## config.mk

```make
export PLATFORM = sky130hd
export DESIGN_NAME = cpu_sequencer_flat
export DESIGN_NICKNAME = d
export VERILOG_FILES = /design/src/rtl/cpu_pkg.sv /design/src/rtl/cpu_sequencer_if.sv /design/src/rtl/cpu_decode.sv /design/src/rtl/cpu_sequencer.sv /design/src/flat_wrapper.sv
export SDC_FILE = /design/constraint.sdc
export NUM_CORES = 1
export LEC_CHECK = 0
export ABC_AREA = 1
export BUFFER_PORTS_ARGS = -buffer_cell sky130_fd_sc_hd__buf_2
export CAP_MARGIN = 40
export CORE_MARGIN = 10
export CORE_UTILIZATION = 45
export CTS_CLUSTER_SIZE = 28
export DETAILED_ROUTE_END_ITERATION = 16
export PLACE_DENSITY = 0.8
export SLEW_MARGIN = 20
export SYNTH_ARGS = -nofsm -noshare
export SYNTH_HDL_FRONTEND = slang
export SYNTH_HIERARCHICAL = 1
export SYNTH_SLANG_ARGS = --single-unit
```

## constraint.sdc

```tcl
create_clock -name clk -period 1.9 [get_ports clk]
set_clock_uncertainty 0.15 [all_clocks]
set_input_delay 0.095 -clock clk [delete_from_list [all_inputs] [get_ports clk]]
set_output_delay 0.095 -clock clk [all_outputs]
set_load 0.02 [all_outputs]
```

## src/rtl/cpu_pkg.sv

```systemverilog
// Shared opcode, width and state definitions for the 4-bit accumulator CPU sequencer.
package cpu_pkg;

  localparam int PC_W_DEF    = 3;
  localparam int INSTR_W_DEF = 4;

  // ir[3] set selects JMP; otherwise ir[2:0] holds one of these opcodes
  localparam int JMP_BIT = 3;

  localparam logic [2:0] OP_NOP  = 3'b000;
  localparam logic [2:0] OP_LD   = 3'b001;
  localparam logic [2:0] OP_ADD  = 3'b010;
  localparam logic [2:0] OP_SUB  = 3'b011;
  localparam logic [2:0] OP_SKC  = 3'b100;
  localparam logic [2:0] OP_HALT = 3'b101;

  typedef enum logic [2:0] {
    IDLE,
    FETCH,
    EXEC,
    HALTED,
    WAIT_STEP
  } seq_state_e;

endpackage

```

## src/rtl/cpu_sequencer_if.sv

```systemverilog
// Sequencer <-> datapath/host bus. CPU_SEQ_SINGLE_STEP_EN adds step/waiting.
interface cpu_sequencer_if
  import cpu_pkg::*;
#(
  parameter int PC_W    = PC_W_DEF,
  parameter int INSTR_W = INSTR_W_DEF
);
  logic               start;
  logic [INSTR_W-1:0] rom_data;
  logic               alu_carry;
  logic [PC_W-1:0]    rom_addr;
  logic [PC_W-1:0]    pc_out;
  logic               mux_sel;
  logic               reg_load;
  logic               alu_sub;
  logic               carry_flag;
  logic               busy;
  logic               halted;
`ifdef CPU_SEQ_SINGLE_STEP_EN
  logic               step;
  logic               waiting;

  modport master (
    input  start, rom_data, alu_carry, step,
    output rom_addr, pc_out, mux_sel, reg_load, alu_sub, carry_flag, busy, halted, waiting
  );
  modport slave (
    output start, rom_data, alu_carry, step,
    input  rom_addr, pc_out, mux_sel, reg_load, alu_sub, carry_flag, busy, halted, waiting
  );
`else
  modport master (
    input  start, rom_data, alu_carry,
    output rom_addr, pc_out, mux_sel, reg_load, alu_sub, carry_flag, busy, halted
  );
  modport slave (
    output start, rom_data, alu_carry,
    input  rom_addr, pc_out, mux_sel, reg_load, alu_sub, carry_flag, busy, halted
  );
`endif
endinterface

```

## src/rtl/cpu_decode.sv

```systemverilog
// Combinational instruction decode; every output is forced low unless exec_en.
module cpu_decode
  import cpu_pkg::*;
#(
  parameter int INSTR_W = INSTR_W_DEF
) (
  input  logic [INSTR_W-1:0] ir,
  input  logic               exec_en,
  output logic               mux_sel,
  output logic               reg_load,
  output logic               alu_sub,
  output logic               is_jmp,
  output logic               is_skc,
  output logic               is_halt,
  output logic               updates_carry
);

  always_comb begin
    mux_sel       = 1'b0;
    reg_load      = 1'b0;
    alu_sub       = 1'b0;
    is_jmp        = 1'b0;
    is_skc        = 1'b0;
    is_halt       = 1'b0;
    updates_carry = 1'b0;
    if (exec_en) begin
      if (ir[JMP_BIT]) begin
        is_jmp = 1'b1;
      end else begin
        case (ir[2:0])
          OP_LD: reg_load = 1'b1;
          OP_ADD, OP_SUB: begin
            mux_sel       = 1'b1;
            reg_load      = 1'b1;
            alu_sub       = ir[0];
            updates_carry = 1'b1;
          end
          OP_SKC:  is_skc  = 1'b1;
          OP_HALT: is_halt = 1'b1;
          default: ;  // NOP and reserved opcodes
        endcase
      end
    end
  end

endmodule

```

## src/rtl/cpu_sequencer.sv

```systemverilog
// Multi-cycle fetch/execute controller owning PC, IR and carry flag.
// Optional macro CPU_SEQ_SINGLE_STEP_EN parks in WAIT_STEP after each instruction.
module cpu_sequencer
  import cpu_pkg::*;
#(
  parameter int PC_W    = PC_W_DEF,
  parameter int INSTR_W = INSTR_W_DEF,
  parameter int ROM_LAT = 1
) (
  input  logic            clk,
  input  logic            rstn,
  cpu_sequencer_if.master bus
);

  localparam logic [1:0] FCNT_LAST = 2'(ROM_LAT - 1);

  seq_state_e         state;
  seq_state_e         next_state;
  logic [PC_W-1:0]    pc;
  logic [PC_W-1:0]    pc_next;
  logic [INSTR_W-1:0] ir;
  logic               carry;
  logic [1:0]         fcnt;

  logic exec_en;
  logic fetch_last;
  logic launch;
  logic mux_sel, reg_load, alu_sub, is_jmp, is_skc, is_halt, updates_carry;

  assign fetch_last = (state == FETCH) && (fcnt == FCNT_LAST);
  assign launch     = bus.start && ((state == IDLE) || (state == HALTED));

  cpu_decode #(.INSTR_W(INSTR_W)) u_decode (
    .ir            (ir),
    .exec_en       (exec_en),
    .mux_sel       (mux_sel),
    .reg_load      (reg_load),
    .alu_sub       (alu_sub),
    .is_jmp        (is_jmp),
    .is_skc        (is_skc),
    .is_halt       (is_halt),
    .updates_carry (updates_carry)
  );

  always_ff @(posedge clk or negedge rstn) begin
    if (!rstn) state <= IDLE;
    else       state <= next_state;
  end

  always_comb begin
    next_state = state;
    case (state)
      IDLE:   if (bus.start) next_state = FETCH;
      FETCH:  if (fetch_last) next_state = EXEC;
`ifdef CPU_SEQ_SINGLE_STEP_EN
      EXEC:      next_state = is_halt ? HALTED : WAIT_STEP;
      WAIT_STEP: if (bus.step) next_state = FETCH;
`else
      EXEC:      next_state = is_halt ? HALTED : FETCH;
      WAIT_STEP: next_state = IDLE;
`endif
      HALTED: if (bus.start) next_state = FETCH;
      default: next_state = IDLE;
    endcase
  end

  always_comb begin
    exec_en    = (state == EXEC);
    bus.busy   = (state == FETCH) || (state == EXEC);
    bus.halted = (state == HALTED);
`ifdef CPU_SEQ_SINGLE_STEP_EN
    bus.waiting = (state == WAIT_STEP);
`endif
  end

  // HALT leaves pc in place so halted programs report their stop address
  always_comb begin
    if (is_jmp)             pc_next = PC_W'(ir[2:0]);
    else if (is_halt)       pc_next = pc;
    else if (is_skc && carry) pc_next = pc + PC_W'(2);
    else                    pc_next = pc + PC_W'(1);
  end

  always_ff @(posedge clk or negedge rstn) begin
    if (!rstn) begin
      pc    <= '0;
      ir    <= '0;
      carry <= 1'b0;
      fcnt  <= '0;
    end else begin
      if (launch) begin
        pc    <= '0;
        carry <= 1'b0;
      end
      if (state == FETCH) begin
        if (fetch_last) begin
          ir   <= bus.rom_data;
          fcnt <= '0;
        end else begin
          fcnt <= fcnt + 2'd1;
        end
      end
      if (exec_en) begin
        pc <= pc_next;
        if (updates_carry) carry <= bus.alu_carry;
      end
    end
  end

  assign bus.rom_addr   = pc;
  assign bus.pc_out     = pc;
  assign bus.carry_flag = carry;
  assign bus.mux_sel    = mux_sel;
  assign bus.reg_load   = reg_load;
  assign bus.alu_sub    = alu_sub;

endmodule

```

## src/flat_wrapper.sv

```systemverilog
// flat-port wrapper written by rule: the top's interface ports become plain ports
module cpu_sequencer_flat import cpu_pkg::*;
#(
  parameter int PC_W    = PC_W_DEF,
  parameter int INSTR_W = INSTR_W_DEF,
  parameter int ROM_LAT = 1
)
  (clk, rstn, bus_start, bus_rom_data, bus_alu_carry, bus_rom_addr, bus_pc_out, bus_mux_sel, bus_reg_load, bus_alu_sub, bus_carry_flag, bus_busy, bus_halted);
  cpu_sequencer_if #(.PC_W(PC_W), .INSTR_W(INSTR_W)) bus_i ();
  input  logic clk;
  input  logic rstn;
  input wire logic [$bits(bus_i.start)-1:0] bus_start;
  input wire logic [$bits(bus_i.rom_data)-1:0] bus_rom_data;
  input wire logic [$bits(bus_i.alu_carry)-1:0] bus_alu_carry;
  output wire logic [$bits(bus_i.rom_addr)-1:0] bus_rom_addr;
  output wire logic [$bits(bus_i.pc_out)-1:0] bus_pc_out;
  output wire logic [$bits(bus_i.mux_sel)-1:0] bus_mux_sel;
  output wire logic [$bits(bus_i.reg_load)-1:0] bus_reg_load;
  output wire logic [$bits(bus_i.alu_sub)-1:0] bus_alu_sub;
  output wire logic [$bits(bus_i.carry_flag)-1:0] bus_carry_flag;
  output wire logic [$bits(bus_i.busy)-1:0] bus_busy;
  output wire logic [$bits(bus_i.halted)-1:0] bus_halted;
  assign bus_i.start = bus_start;
  assign bus_i.rom_data = bus_rom_data;
  assign bus_i.alu_carry = bus_alu_carry;
  assign bus_rom_addr = bus_i.rom_addr;
  assign bus_pc_out = bus_i.pc_out;
  assign bus_mux_sel = bus_i.mux_sel;
  assign bus_reg_load = bus_i.reg_load;
  assign bus_alu_sub = bus_i.alu_sub;
  assign bus_carry_flag = bus_i.carry_flag;
  assign bus_busy = bus_i.busy;
  assign bus_halted = bus_i.halted;
  cpu_sequencer #(.PC_W(PC_W), .INSTR_W(INSTR_W), .ROM_LAT(ROM_LAT)) u_core (.clk(clk), .rstn(rstn), .bus(bus_i));
endmodule
```

; ---- Yosys cells after proc, flatten, opt, wreduce, memory -nomap -nowiden
; Index checks and enable logic that the tools add are counted.
[totals]
out_inout_bits = 12
elab_cells = 63
romBits = 0
memories = 0
register_bits = 13
latch_bits = 0
ramBits = 0
inputBits = 8
[classes]
bitwise_logic = 0
shifts = 0
div_mod_pow = 0
muxes = 30
n_mul = 0
magnitude_cmp = 0
reduce_logical = 14
n_eq_ne = 11
addsub = 3
[op_table]
columns = op, count
row1 = $mux 3, 7
row2 = $mux 1, 20
row3 = $eq 3x2->1 const B, 4
row4 = $pmux 3 s3, 1
row5 = $eq 3x1->1 const B, 2
row6 = $eq 3x3->1 const B, 2
row7 = $reduce_and 2->1, 3
row8 = $mux 2, 2
row9 = $ne 2x1->1 const B, 2
row10 = $reduce_or 2->1, 2
row11 = $add 3x1->3 const B, 1
row12 = $add 3x2->3 const B, 1
row13 = $logic_and 1x1->1, 3
row14 = $logic_not 3->1, 1
row15 = $ne 3x3->1 const B, 1
row16 = $reduce_or 3->1, 1
row17 = $add 2x1->2 const B, 1
row18 = $logic_not 2->1, 1
row19 = $logic_or 1x1->1, 2
row20 = $reduce_bool 2->1, 1

; ---- Logic depth before layout (Yosys ltp)
[depth]
depth_word = 9
depth_mapped = 11
mapped_depth_nobuf = 11

; ---- Cells and area by module
; Netlist, hierarchy kept.
[by_module_without_submodules]
columns = mod, cells_per_inst, area_per_inst_um2, seq_area_each_um2, instances
row1 = cpu_sequencer, 82, 693.2, 300.3, 1
row2 = cpu_decode, 18, 85.1, 0.0, 1

; ---- Least setup slack after synthesis
; Ideal clock, no wire load.
[synth_timing]
path_kind = register to register
from = register u_core.state[0]
to = register u_core.carry, in the netlist u_core/bus.carry_flag
path_slack_ns = 0.096
setup_time_ns = 0.118
t_required_ns = 1.632
n_path_buf = 1
arrival_ns = 1.535
stages_incl_launch_ff = 9
path_cell_list = dfrtp_1 -> inv_1 -> ha_1 -> nand2_2 -> nor2_1 -> buf_4 -> nand2_1 -> nand3_1 -> nand2_1
[synth_between]
word_cells_on_any_way = 9
classes_between = eq/ne: 2 / mux: 4 / reduce/logical: 3
[synth_lines]
columns = element, line_no
row1 = "start, declared", cpu_sequencer.sv:17  ; seq_state_e state;
row2 = "start signal, assigned", cpu_sequencer.sv:47  ; else state <= next_state;
row3 = $eq 3x2->1, cpu_sequencer.sv:68  ; exec_en = (state == EXEC);
row4 = named net u_core.exec_en, cpu_sequencer.sv:25  ; logic exec_en;
row5 = $mux 1, --
row6 = named net bus_mux_sel, flat_wrapper.sv:17  ; output wire logic [$bits(bus_i.mux_sel)-1:0] bus_mux_sel;
row7 = $mux 1, cpu_sequencer.sv:105  ; if (updates_carry) carry <= bus.alu_carry;
row8 = $mux 1, cpu_sequencer.sv:103  ; if (exec_en) begin
row9 = "end signal, assigned", cpu_sequencer.sv:105
row10 = "end, declared", cpu_sequencer.sv:22  ; logic carry;
; The timed path passes the listed nets, and every way through them passes these cells.
; A chain may end at the register's enable or synchronous reset.

; ---- Worst setup path after layout
[layout_timing]
from = register u_core.state[0]
to = output bus_mux_sel
[layout_between]
elab_chain_len = 2
[layout_rtl]
columns = element, line_no
row1 = $eq 3x2->1, cpu_sequencer.sv:68
row2 = named net u_core.exec_en, cpu_sequencer.sv:25
row3 = $mux 1, cpu_decode.sv:26  ; if (exec_en) begin
row4 = "end, declared", flat_wrapper.sv:17
; The timed path passes the listed nets, and every way through them passes these cells.

==> metrics.yaml <==
status: "complete, no violations"
hold_violations: 0
rsz0062_at_grt: "no"
setup_tns_ns: 0
wl_met2_um: 828
synth-compound-area-share: 0.0820
drc: 0
die_y_um: 61.6
final_nets: 141
area_delta_synth_final_pct: 24.8
clk_pin_slew_ns: 0.09
min_path_type: "in -> reg"
multiInputGateArea_um2: 394
vias_per_cell: 4.99
leakage_uw: 0.000528
grt_pass1_wl_um: 2840
drt_iter0_drc: 19
clock_path_buffers: 2
drt-wirelength-per-cell_um: 12.3
power.density_mw_per_mm2: 1500
yosysUniqueCellTypes: 18
placeableCoreArea_mm2: 0.00158
drv_slew: 0
syn_area_um2: 778
final_cell_mix: "nand2_1 (24), buf_2 (19), inv_1 (14), dfrtp_1 (11), nand3_1 (10)"
cts.htree.levels: 1
yosys_warnings: 6
synth_top_family_by_area: "simple AND/OR/NAND/NOR gates"
worstPathMaxFanout: 5
regArea_um2: 302
ant_nets: 0
place_congestion: 0.948
start_kind: "flip-flop"
wirelength_um: 1750
synthMuxAreaShare: 0.0579
worstSkewPairLatency_ns: 0.28
numCtsBuffers: 3
synthXorXnorAreaFrac: 0
antenna_found_initial: 0
port_buffers: 19
vias: 708
worst_ep_arrival_time_ns: 1.46
hpwl_um: 1360
crit_type: "reg -> out"
die_area_mm2: 0.00379
synth_simple_gate_area_share: 0.267
min_period_ns: 1.70
die_w_um: 61.6
antennaDiodeCount: 0
nFillCells: 149
grt_max_degree: 13
io_pins: 20
synth_fa_ha_area_frac: 0.0965
rows: 14
grt_pass1_vias: 665
firstDrtPassIters: 4
drive_above_1_share: 0.294
required_ns: 1.65
avgSynthCellArea_um2: 7.78
ys_seq_area_frac: 0.386
final_common_cell: "nand2_1"
fin_crit_sh: 0.897
wl_met3_um: 99
vdd_ir_drop_max_v: 0.000800
maxCapViolations: 0
cts_tree: "built"
total_power_uw: 1450
syn_inst: 100
cp-end-kind: "primary output"
setup_viol: 0
grt_overflow: 0
drt-met1-wl_um: 807
ctsRootBufferMaster: "clkbuf_4"
fmax_mhz: 587
grt_usage: 0.101
syn-num-nets: 114
initial_core_util: 0.494
worst_pin_slew_ns: 0.273
relSlewSlack: 0.818
highest_layer: "met4"
synth.ff_latch_count: 12
clkSinkCount: 12
synthesized netlist by cell type, drive strengths merged:
| master | n | area (um^2) |
|---|---|---|
| o21ai | 7 | 38.8 |
| o21a | 1 | 7.51 |
| a21oi | 2 | 10.0 |
| dfrtp | 12 | 300 |
| mux2 | 4 | 45.0 |
| nor2 | 11 | 48.8 |
| nand3 | 10 | 50.1 |
| nand2 | 25 | 96.4 |
| inv | 15 | 56.3 |
| buf | 4 | 30.0 |
| or2 | 2 | 12.5 |
| ha | 6 | 75.1 |
| o21bai | 1 | 7.51 |
cell families after synthesis:
logic type      Yosys count
flops                    12
fa+ha+maj                 6
compound gates           11
mux                       4
buf+inv                  19
simple gates             48
per-stage QoR:
step | hold WS, ns | setup slack [ns] | area, um^2 | std cells | utilization
after CTS | 0.000623 | 0.138 | 967 | 142 | 0.613
after global routing | 0.0191 | 0.00543 | 971 | 142 | 0.616
after global placement | -0.158 | 0.246 | 871 | 132 | 0.552
after detailed placement | -0.163 | 0.178 | 871 | 132 | 0.552
final | 0.0136 | 0.196 | 971 | 142 | 0.616
after floorplan | -0.351 | 0.0964 | 778 | 100 | -
layer usage:
metal,up-vias,track usage
met5,-,0
met4,0,0.0573
li1,367,-
met2,15,0.168
met3,2,0.0267
met1,324,0.115
sequential cells by signal, summed over array words and instances, names as in the netlist:
name,flops
u_core/fcnt,2
u_core/ir,4
u_core/bus.pc_out,3
u_core/state,2
u_core/bus.carry_flag,1
critical path, stage by stage (launching register included):
cell,delay (ns)
dfrtp_2,0.44
inv_1,0.07
ha_2,0.22
nand2_2,0.09
nor2_1,0.17
buf_2,0.20
final timing paths:
check	from	to	slack [ns]	cells after the start
max reg2reg	u_core/state[0]	u_core/bus.pc_out[2]	0.20	11
min in group asynchronous	rstn	u_core/fcnt[0]	0.08	2
max	u_core/state[0]	bus_mux_sel	0.20	5
max in group asynchronous	rstn	u_core/state[0]	1.27	2
min	bus_start	u_core/bus.carry_flag	0.01	4
min reg2reg	u_core/fcnt[0]	u_core/fcnt[0]	0.36	1
cell type report:
type | instances | share of cell area
repair buffers | 26 | 0.168
flip-flops and latches | 12 | 0.311
well taps | 16 | 0.0206
inverters | 15 | 0.0580
multi-input cells | 69 | 0.406
clock buffers | 4 | 0.0374
power by group:
part / leakage [uW] / total (uW) / switching [uW] / internal, uW
logic: 0.000357 / 777 / 473 / 304
clock network: 0.0000210 / 208 / 91.5 / 116
registers: 0.000150 / 469 / 115 / 354
total: 0.000528 / 1450 / 680 / 775
what timing repair did:
action,in CTS,in global routing
gates resized for setup,0,2
hold buffers,6,0
setup endpoints to repair,0,1
hold endpoints to repair,17,0
buffers inserted,0,0
(Power assumes the default switching activity.)
